--- src/rtl/key_debounce_pkg.sv ---
// Shared constants for the pushbutton debouncer: channel count, clock rate,
// and the millisecond-to-cycle conversion used to size the debounce window.
package key_debounce_pkg;

  localparam int unsigned N_KEYS_DEF          = 4;
  localparam int unsigned CLK_HZ              = 50_000_000;
  localparam int unsigned CYCLES_PER_MS       = CLK_HZ / 1000;
  localparam int unsigned DEBOUNCE_MS_DEF     = 20;
  localparam int unsigned DEBOUNCE_CYCLES_DEF = DEBOUNCE_MS_DEF * CYCLES_PER_MS;

  function automatic int unsigned ms_to_cycles(input int unsigned ms);
    return ms * CYCLES_PER_MS;
  endfunction

  // Counter width for a window of `cycles`; never narrower than one bit.
  function automatic int unsigned cnt_width(input int unsigned cycles);
    return (cycles > 2) ? $clog2(cycles) : 1;
  endfunction

endpackage

--- src/rtl/key_debounce_if.sv ---
// Pushbutton bundle: raw active-low keys in, debounced levels and strobes out.
// press_pulse/release_pulse are single-cycle strobes with no back-pressure;
// they are registered and aligned with the cycle in which pressed changes.
interface key_debounce_if
  import key_debounce_pkg::*;
#(
  parameter int unsigned N_KEYS = N_KEYS_DEF
) ();

  logic [N_KEYS-1:0] key_n;
  logic [N_KEYS-1:0] pressed;
  logic [N_KEYS-1:0] press_pulse;
  logic [N_KEYS-1:0] release_pulse;
  logic              any_pressed;

  modport master (
    input  key_n,
    output pressed,
    output press_pulse,
    output release_pulse,
    output any_pressed
  );

  modport slave (
    output key_n,
    input  pressed,
    input  press_pulse,
    input  release_pulse,
    input  any_pressed
  );

endinterface

--- src/rtl/key_debounce_channel.sv ---
// One debounced pushbutton: 2-flop synchronizer, stability counter, accepted
// level and registered press/release strobes.
module debounce_channel
  import key_debounce_pkg::*;
#(
  parameter int unsigned DEBOUNCE_CYCLES = DEBOUNCE_CYCLES_DEF
) (
  input  logic clk,
  input  logic reset,
  input  logic key_n,
  output logic pressed,
  output logic press_pulse,
  output logic release_pulse
);

  localparam int unsigned CNT_W = cnt_width(DEBOUNCE_CYCLES);
  localparam logic [CNT_W-1:0] CNT_MAX = CNT_W'(DEBOUNCE_CYCLES - 1);

  logic [1:0]       sync_q;
  logic [CNT_W-1:0] cnt_q;
  logic             s;
  logic             differ;
  logic             accept;

  // Synchronizer idles at 1 (released) so reset never looks like a press.
  assign s      = ~sync_q[1];
  assign differ = s ^ pressed;
  assign accept = differ && (cnt_q == CNT_MAX);

  always_ff @(posedge clk) begin
    if (reset) begin
      sync_q        <= 2'b11;
      cnt_q         <= '0;
      pressed       <= 1'b0;
      press_pulse   <= 1'b0;
      release_pulse <= 1'b0;
    end else begin
      sync_q        <= {sync_q[0], key_n};
      press_pulse   <= accept & ~pressed;
      release_pulse <= accept & pressed;
      if (!differ || accept) begin
        cnt_q <= '0;
      end else begin
        cnt_q <= cnt_q + 1'b1;
      end
      if (accept) begin
        pressed <= ~pressed;
      end
    end
  end

endmodule

--- src/rtl/key_debounce.sv ---
// Debounces N_KEYS independent pushbuttons; pressed feeds the buttons PIO
// export directly in the system top.
module key_debounce
  import key_debounce_pkg::*;
#(
  parameter int unsigned N_KEYS          = N_KEYS_DEF,
  parameter int unsigned DEBOUNCE_CYCLES = DEBOUNCE_CYCLES_DEF
) (
  input  logic clk,
  input  logic reset,
  key_debounce_if.master bus
);

  logic [N_KEYS-1:0] pressed;
  logic [N_KEYS-1:0] press_pulse;
  logic [N_KEYS-1:0] release_pulse;

  for (genvar i = 0; i < N_KEYS; i++) begin : g_ch
    debounce_channel #(
      .DEBOUNCE_CYCLES(DEBOUNCE_CYCLES)
    ) u_ch (
      .clk          (clk),
      .reset        (reset),
      .key_n        (bus.key_n[i]),
      .pressed      (pressed[i]),
      .press_pulse  (press_pulse[i]),
      .release_pulse(release_pulse[i])
    );
  end

  assign bus.pressed       = pressed;
  assign bus.press_pulse   = press_pulse;
  assign bus.release_pulse = release_pulse;
  assign bus.any_pressed   = |pressed;

endmodule

--- src/flat_wrapper.sv ---
// flat-port wrapper written by rule: the top's interface ports become plain ports
module key_debounce_flat import key_debounce_pkg::*;
#(
  parameter int unsigned N_KEYS          = N_KEYS_DEF,
  parameter int unsigned DEBOUNCE_CYCLES = DEBOUNCE_CYCLES_DEF
)
  (clk, reset, bus_key_n, bus_pressed, bus_press_pulse, bus_release_pulse, bus_any_pressed);
  key_debounce_if #(.N_KEYS(N_KEYS)) bus_i ();
  input  logic clk;
  input  logic reset;
  input wire logic [$bits(bus_i.key_n)-1:0] bus_key_n;
  output wire logic [$bits(bus_i.pressed)-1:0] bus_pressed;
  output wire logic [$bits(bus_i.press_pulse)-1:0] bus_press_pulse;
  output wire logic [$bits(bus_i.release_pulse)-1:0] bus_release_pulse;
  output wire logic [$bits(bus_i.any_pressed)-1:0] bus_any_pressed;
  assign bus_i.key_n = bus_key_n;
  assign bus_pressed = bus_i.pressed;
  assign bus_press_pulse = bus_i.press_pulse;
  assign bus_release_pulse = bus_i.release_pulse;
  assign bus_any_pressed = bus_i.any_pressed;
  key_debounce #(.N_KEYS(N_KEYS), .DEBOUNCE_CYCLES(DEBOUNCE_CYCLES)) u_core (.clk(clk), .reset(reset), .bus(bus_i));
endmodule
--- config.mk ---
export PLATFORM = sky130hd
export DESIGN_NAME = key_debounce_flat
export DESIGN_NICKNAME = d
export VERILOG_FILES = /design/src/rtl/key_debounce_pkg.sv /design/src/rtl/key_debounce_if.sv /design/src/rtl/key_debounce_channel.sv /design/src/rtl/key_debounce.sv /design/src/flat_wrapper.sv
export SDC_FILE = /design/constraint.sdc
export NUM_CORES = 1
export LEC_CHECK = 0
export ABC_AREA = 1
export CORE_UTILIZATION = 59
export CTS_BUF_LIST = sky130_fd_sc_hd__clkbuf_16
export DETAILED_ROUTE_END_ITERATION = 7
export DONT_BUFFER_PORTS = 1
export GPL_TIMING_DRIVEN = 0
export PLACE_DENSITY = 0.73
export SYNTH_ARGS = -nofsm -noshare
export SYNTH_HDL_FRONTEND = slang
export SYNTH_SLANG_ARGS = --single-unit
--- constraint.sdc ---
create_clock -name clk -period 2 [get_ports clk]
set_clock_uncertainty 0.1 [all_clocks]
set_input_delay 0.6 -clock clk [delete_from_list [all_inputs] [get_ports clk]]
set_output_delay 0.6 -clock clk [all_outputs]
set_load 0.01 [all_outputs]
; ---- Yosys cells after proc, flatten, opt, wreduce, memory -nomap -nowiden
; Index checks and enable logic that the tools add are counted.
; W data, S select, Z words.
[word_totals]
register_bits = 100
word_cells = 65
[classes]
add_sub_neg = 4
n_eq_ne = 4
bitwise = 20
n_reduce_logical = 17
[ops]
columns = operator, count
row1 = $add A20 B1 Y20 const B, 4
row2 = $eq A20 B20 Y1 const B, 4
row3 = $and A1 B1 Y1, 8
row4 = $not A1 Y1, 8
row5 = $reduce_or A2 Y1, 4
row6 = $logic_and A1 B1 Y1, 4
row7 = $logic_not A1 Y1, 4
row8 = $logic_or A1 B1 Y1, 4
row9 = $reduce_or A4 Y1, 1
row10 = $xor A1 B1 Y1, 4

; ---- Longest topological paths before layout
[logic_depth]
depth_word = 5
ltp_mapped = 10
ltp_nobuf = 10

; ---- Hierarchy
; From an unflattened synthesis, not the netlist that was laid out.
[unflattened]
cells_unflattened = 723
area_unflattened_um2 = 5076.1
[modules_own_cells]
columns = mod, n_inst, cells_per_inst, area_each_um2, seq_area_each_um2
row1 = debounce_channel, 4, 180, 1266.2, 500.5
row2 = key_debounce, 1, 3, 11.3, 0.0

; ---- Worst setup path before layout
; Ideal clock, no wire load.
[synth_path]
kind = reg-to-reg
from = register u_core.g_ch[3].u_ch.cnt_q[0]
to = register u_core.g_ch[3].u_ch.cnt_q[12]
setup_time_ps = 115
arrival_ps = 1320
t_required_ps = 1785
path_slack_ps = 466
stages_incl_launch_ff = 8
n_path_buf = 1
synth_period_minus_slack_ps = 1534
cell_sequence = dfxtp_1 ha_1 nand3_2 clkinv_1 nand3_2 o21ai_4 buf_12 nor2_2
[synth_between]
elab_chain_len = 4
[synth_rtl]
columns = element, line_no
row1 = start: declaration, key_debounce_channel.sv:20  ; logic [CNT_W-1:0] cnt_q;
row2 = start signal: assignment, key_debounce_channel.sv:44  ; cnt_q <= cnt_q + 1'b1;
row3 = branches (longest 4 deep; another with $add A20 B1 Y20), n/a
; Several ways; the timed one is not identified.
; A chain may end at the register's enable or synchronous reset.

; ---- Worst setup path in the final report
[layout_path]
from = register u_core.g_ch[3].u_ch.cnt_q[0]
to = register u_core.g_ch[3].u_ch.cnt_q[7]
; The elaborated chain is that of the path after synthesis.

==> summary.txt <==
Outcome
  • Status: finished, final reports clean

Worst setup path
  • Max FO, Critical Path: 10
  • CP startpoint kind: register
  • Worst Setup Path Type: reg -> reg
  • Worst Setup SP: u_core.g_ch[3].u_ch.cnt_q[0]$_SDFF_PP0_
  • Data required, critical path: 2130 ps
  • Crit. End Element: register
  • R2r startpoint: u_core.g_ch[3].u_ch.cnt_q[0]$_SDFF_PP0_
  • Arrival time worst endpoint: 1930 ps

Logic synthesis
  • Register area share after synthesis: 38.9%
  • Post-synth EDFFs: 0
  • Async S/R FF share, synth: 0%
  • Yosys warning count: 0
  • Fraction of synthesized cell area taken by the top area cell type: 38.9%
  • Top_reg_cell synth: dfxtp_1
  • Syn_area_per_cell: 6.70 µm²
  • Distinct cell type count of the synthesized netlist: 31
  • Synth top area cells: dfxtp_1 39%, nand2_1 15%, nor2_1 13%, inv_1 5.4%, nand3_1 4.4%
  • Synth Instances: 768
  • Syn nets: 778
  • Cell Area, Synth: 5150 µm²
  • Synth area leader: dfxtp_1
  • #FFs+latches synth: 100

Timing
  • Worst slew margin: 71.5%
  • Setup_tns: 0 ps
  • Max-slew violation count: 0
  • Min cycle time layout: 1800 ps
  • Unrepaired setup endpoints after global routing: false
  • FMAX: 555 MHz
  • Period utilisation layout: 90.1%
  • # setup viols final: 0
  • Final hold vios: 0
  • Slew @ Worst Pin: 426 ps

Finish
  • Area delta synth->final: 8.99%
  • Non-Filler Instances: 889
  • Commonest non-fill, non-tap cell in the layout: nand2_1
  • FILL cells: 747
  • Fraction of layout cells with a size suffix above 1: 9.31%
  • Final #Nets: 789
  • Finished Cell Area: 5610 µm²
  • Final antenna diode count: 0
  • Most frequent cells in the layout: 203 x nand2_1, 175 x nor2_1, 100 x dfxtp_1

Place
  • DP HPWL: 7.89 mm
  • Port bufs: 0
  • Routability cong.: 0.920
  • Dpl cells: 873
  • Placed cell area: 5280 µm²

Power
  • Sw frac: 18.9%
  • Pwr dens: 709 nW/µm²
  • Pleak: 1.96 nW
  • Int Pwr: 3.23 mW
  • Comb pwr share: 1.2%
  • Clock power frac: 48.4%
  • Peak supply drop: 0.492 mV
  • Seq pwr share: 50.4%
  • Final Power: 3.98 mW
  • Net switching power figure: 0.752 mW

Floorplanning
  • Die H: 95.4 µm
  • Row cnt: 33
  • Initial Util: 61.7%
  • Die W: 95.4 µm
  • Die Footprint: 9100 µm²
  • Num ports: 19
  • Core Area: 8340 µm²

Detailed routing
  • DRT Wirelength: 10.6 mm
  • DRC Markers: 0
  • WL/cell: 11.9 µm
  • Drt pass-1 iters: 4
  • Max layer used: met4
  • DR vias: 4577
  • WL met2: 5.00 mm
  • Vias/cell: 5.15
  • Initial drt markers: 141
  • Metal-1 WL: 4.92 mm
  • Routed wl met3: 519 µm
  • Antenna viol nets, final: 0

Clocking
  • Cts hold-fix bufs: 0
  • Clock transition at the registers of the reported paths: 60 ps
  • Post_cts resized: 0
  • Clock Path Buffers: 2
  • Skew-Pair Late Insertion Delay: 340 ps
  • CTS Buf Count: 9
  • CTS tree: done
  • CTS Root Cell: clkbuf_16
  • Clk sink count: 100
  • Post-CTS setup buffer count: 0
  • CTS HTree Levels: 3

Global route
  • Gr usage total: 25.0%
  • Initial antenna violation count: 0
  • Largest net degree at the start of global routing: 16
  • Global-route wire length before repair: 17.8 mm
  • GRT Residual Overflow: 0
  • Vias in the first global route: 4169

Job
  • Max_cap viols: 0

Worst hold path
  • Hold Path Class: in -> reg
  • Hold_sp: bus_key_n[3]
## logic make-up (layout without fill, tap and decap cells)
logic type	after synthesis	in the layout	share of synthesized area (%)
and+or+nand+nor	490	490	40.4
DFF	100	100	38.9
buffers and inverters	99	115	8.90
xor gates and xnor gates	39	39	6.64
AOI/OAI and AO/OA	36	36	4.18
adders and majority gates	4	4	0.972
## state kept, by name, indices dropped and copies added, names as in the netlist
signal                          cells
u_core.g_ch.u_ch.cnt_q             80
u_core.g_ch.u_ch.press_pulse        4
u_core.g_ch.u_ch.pressed            4
u_core.g_ch.u_ch.sync_q             8
u_core.g_ch.u_ch.release_pulse      4
## layout make-up
type                    count  area [µm²]  share of cell area (%)
plain buffers              19         158                    2.81
clock buffers               9         225                    4.01
clock inverters             7         106                    1.90
inverters                  80         300                    5.35
multi-input cells         569        2690                    47.9
flip-flops and latches    100        2000                    35.7
well taps                 105         131                    2.34
## worst max-delay path: stages, from the launching register on
cell	delay (ps)
dfxtp_1	400
ha_1	240
nand3_2	140
clkinv_1	130
nand3_2	110
o21ai_4	340
buf_12	190
nor2_2	30
## cell usage after synthesis (all sizes together), types with 4 or more instances
master / count
nand4: 14
dfxtp: 100
xnor2: 17
a21oi: 25
o21bai: 5
inv: 79
o21ai: 6
nand3b: 5
or2: 17
nor2: 191
nor3: 6
buf: 18
nand2: 205
nand3: 50
ha: 4
xor2: 22
## power groups by stage
stage / registers [mW] / logic [mW] / clock network (mW)
CTS: 2.01 / 0.0470 / 1.96
detailed placement: 2.05 / 0.0467 / 0
global placement: 2.05 / 0.0456 / 0
finish: 2.01 / 0.0459 / 1.93
global route: 2.01 / 0.0513 / 2.03
floorplan: 2.05 / 0.0362 / 0
## path summary, 6_finish.rpt
kind	to	slack, ps	cells past startpoint
hold / removal	u_core.g_ch[3].u_ch.sync_q[0]$_SDFF_PP1_	270	1
hold reg to reg	u_core.g_ch[0].u_ch.sync_q[1]$_SDFF_PP1_	310	1
setup / recovery	u_core.g_ch[3].u_ch.cnt_q[7]$_SDFF_PP0_	200	7
setup reg to reg	u_core.g_ch[3].u_ch.cnt_q[7]$_SDFF_PP0_	200	7
## layer usage
| layer | global-route usage (%) | vias up |
|---|---|---|
| li1 | - | 2391 |
| met1 | 31.1 | 2077 |
| met2 | 43.6 | 99 |
| met3 | 5.58 | 10 |
| met4 | 6.09 | 0 |
| met5 | 0 | - |
## metrics by stage
| stage | setup slack [ps] | utilization (%) | hold slack, ps |
|---|---|---|---|
| detailed placement | 220 | 63.3 | 300 |
| CTS | 191 | 67.3 | 259 |
| finish | 197 | 67.3 | 266 |
| floorplan | 466 | - | 289 |
| global placement | 267 | 63.3 | 298 |
| global route | 101 | 67.3 | 257 |
No activity file was read; power rests on OpenSTA's default activity.
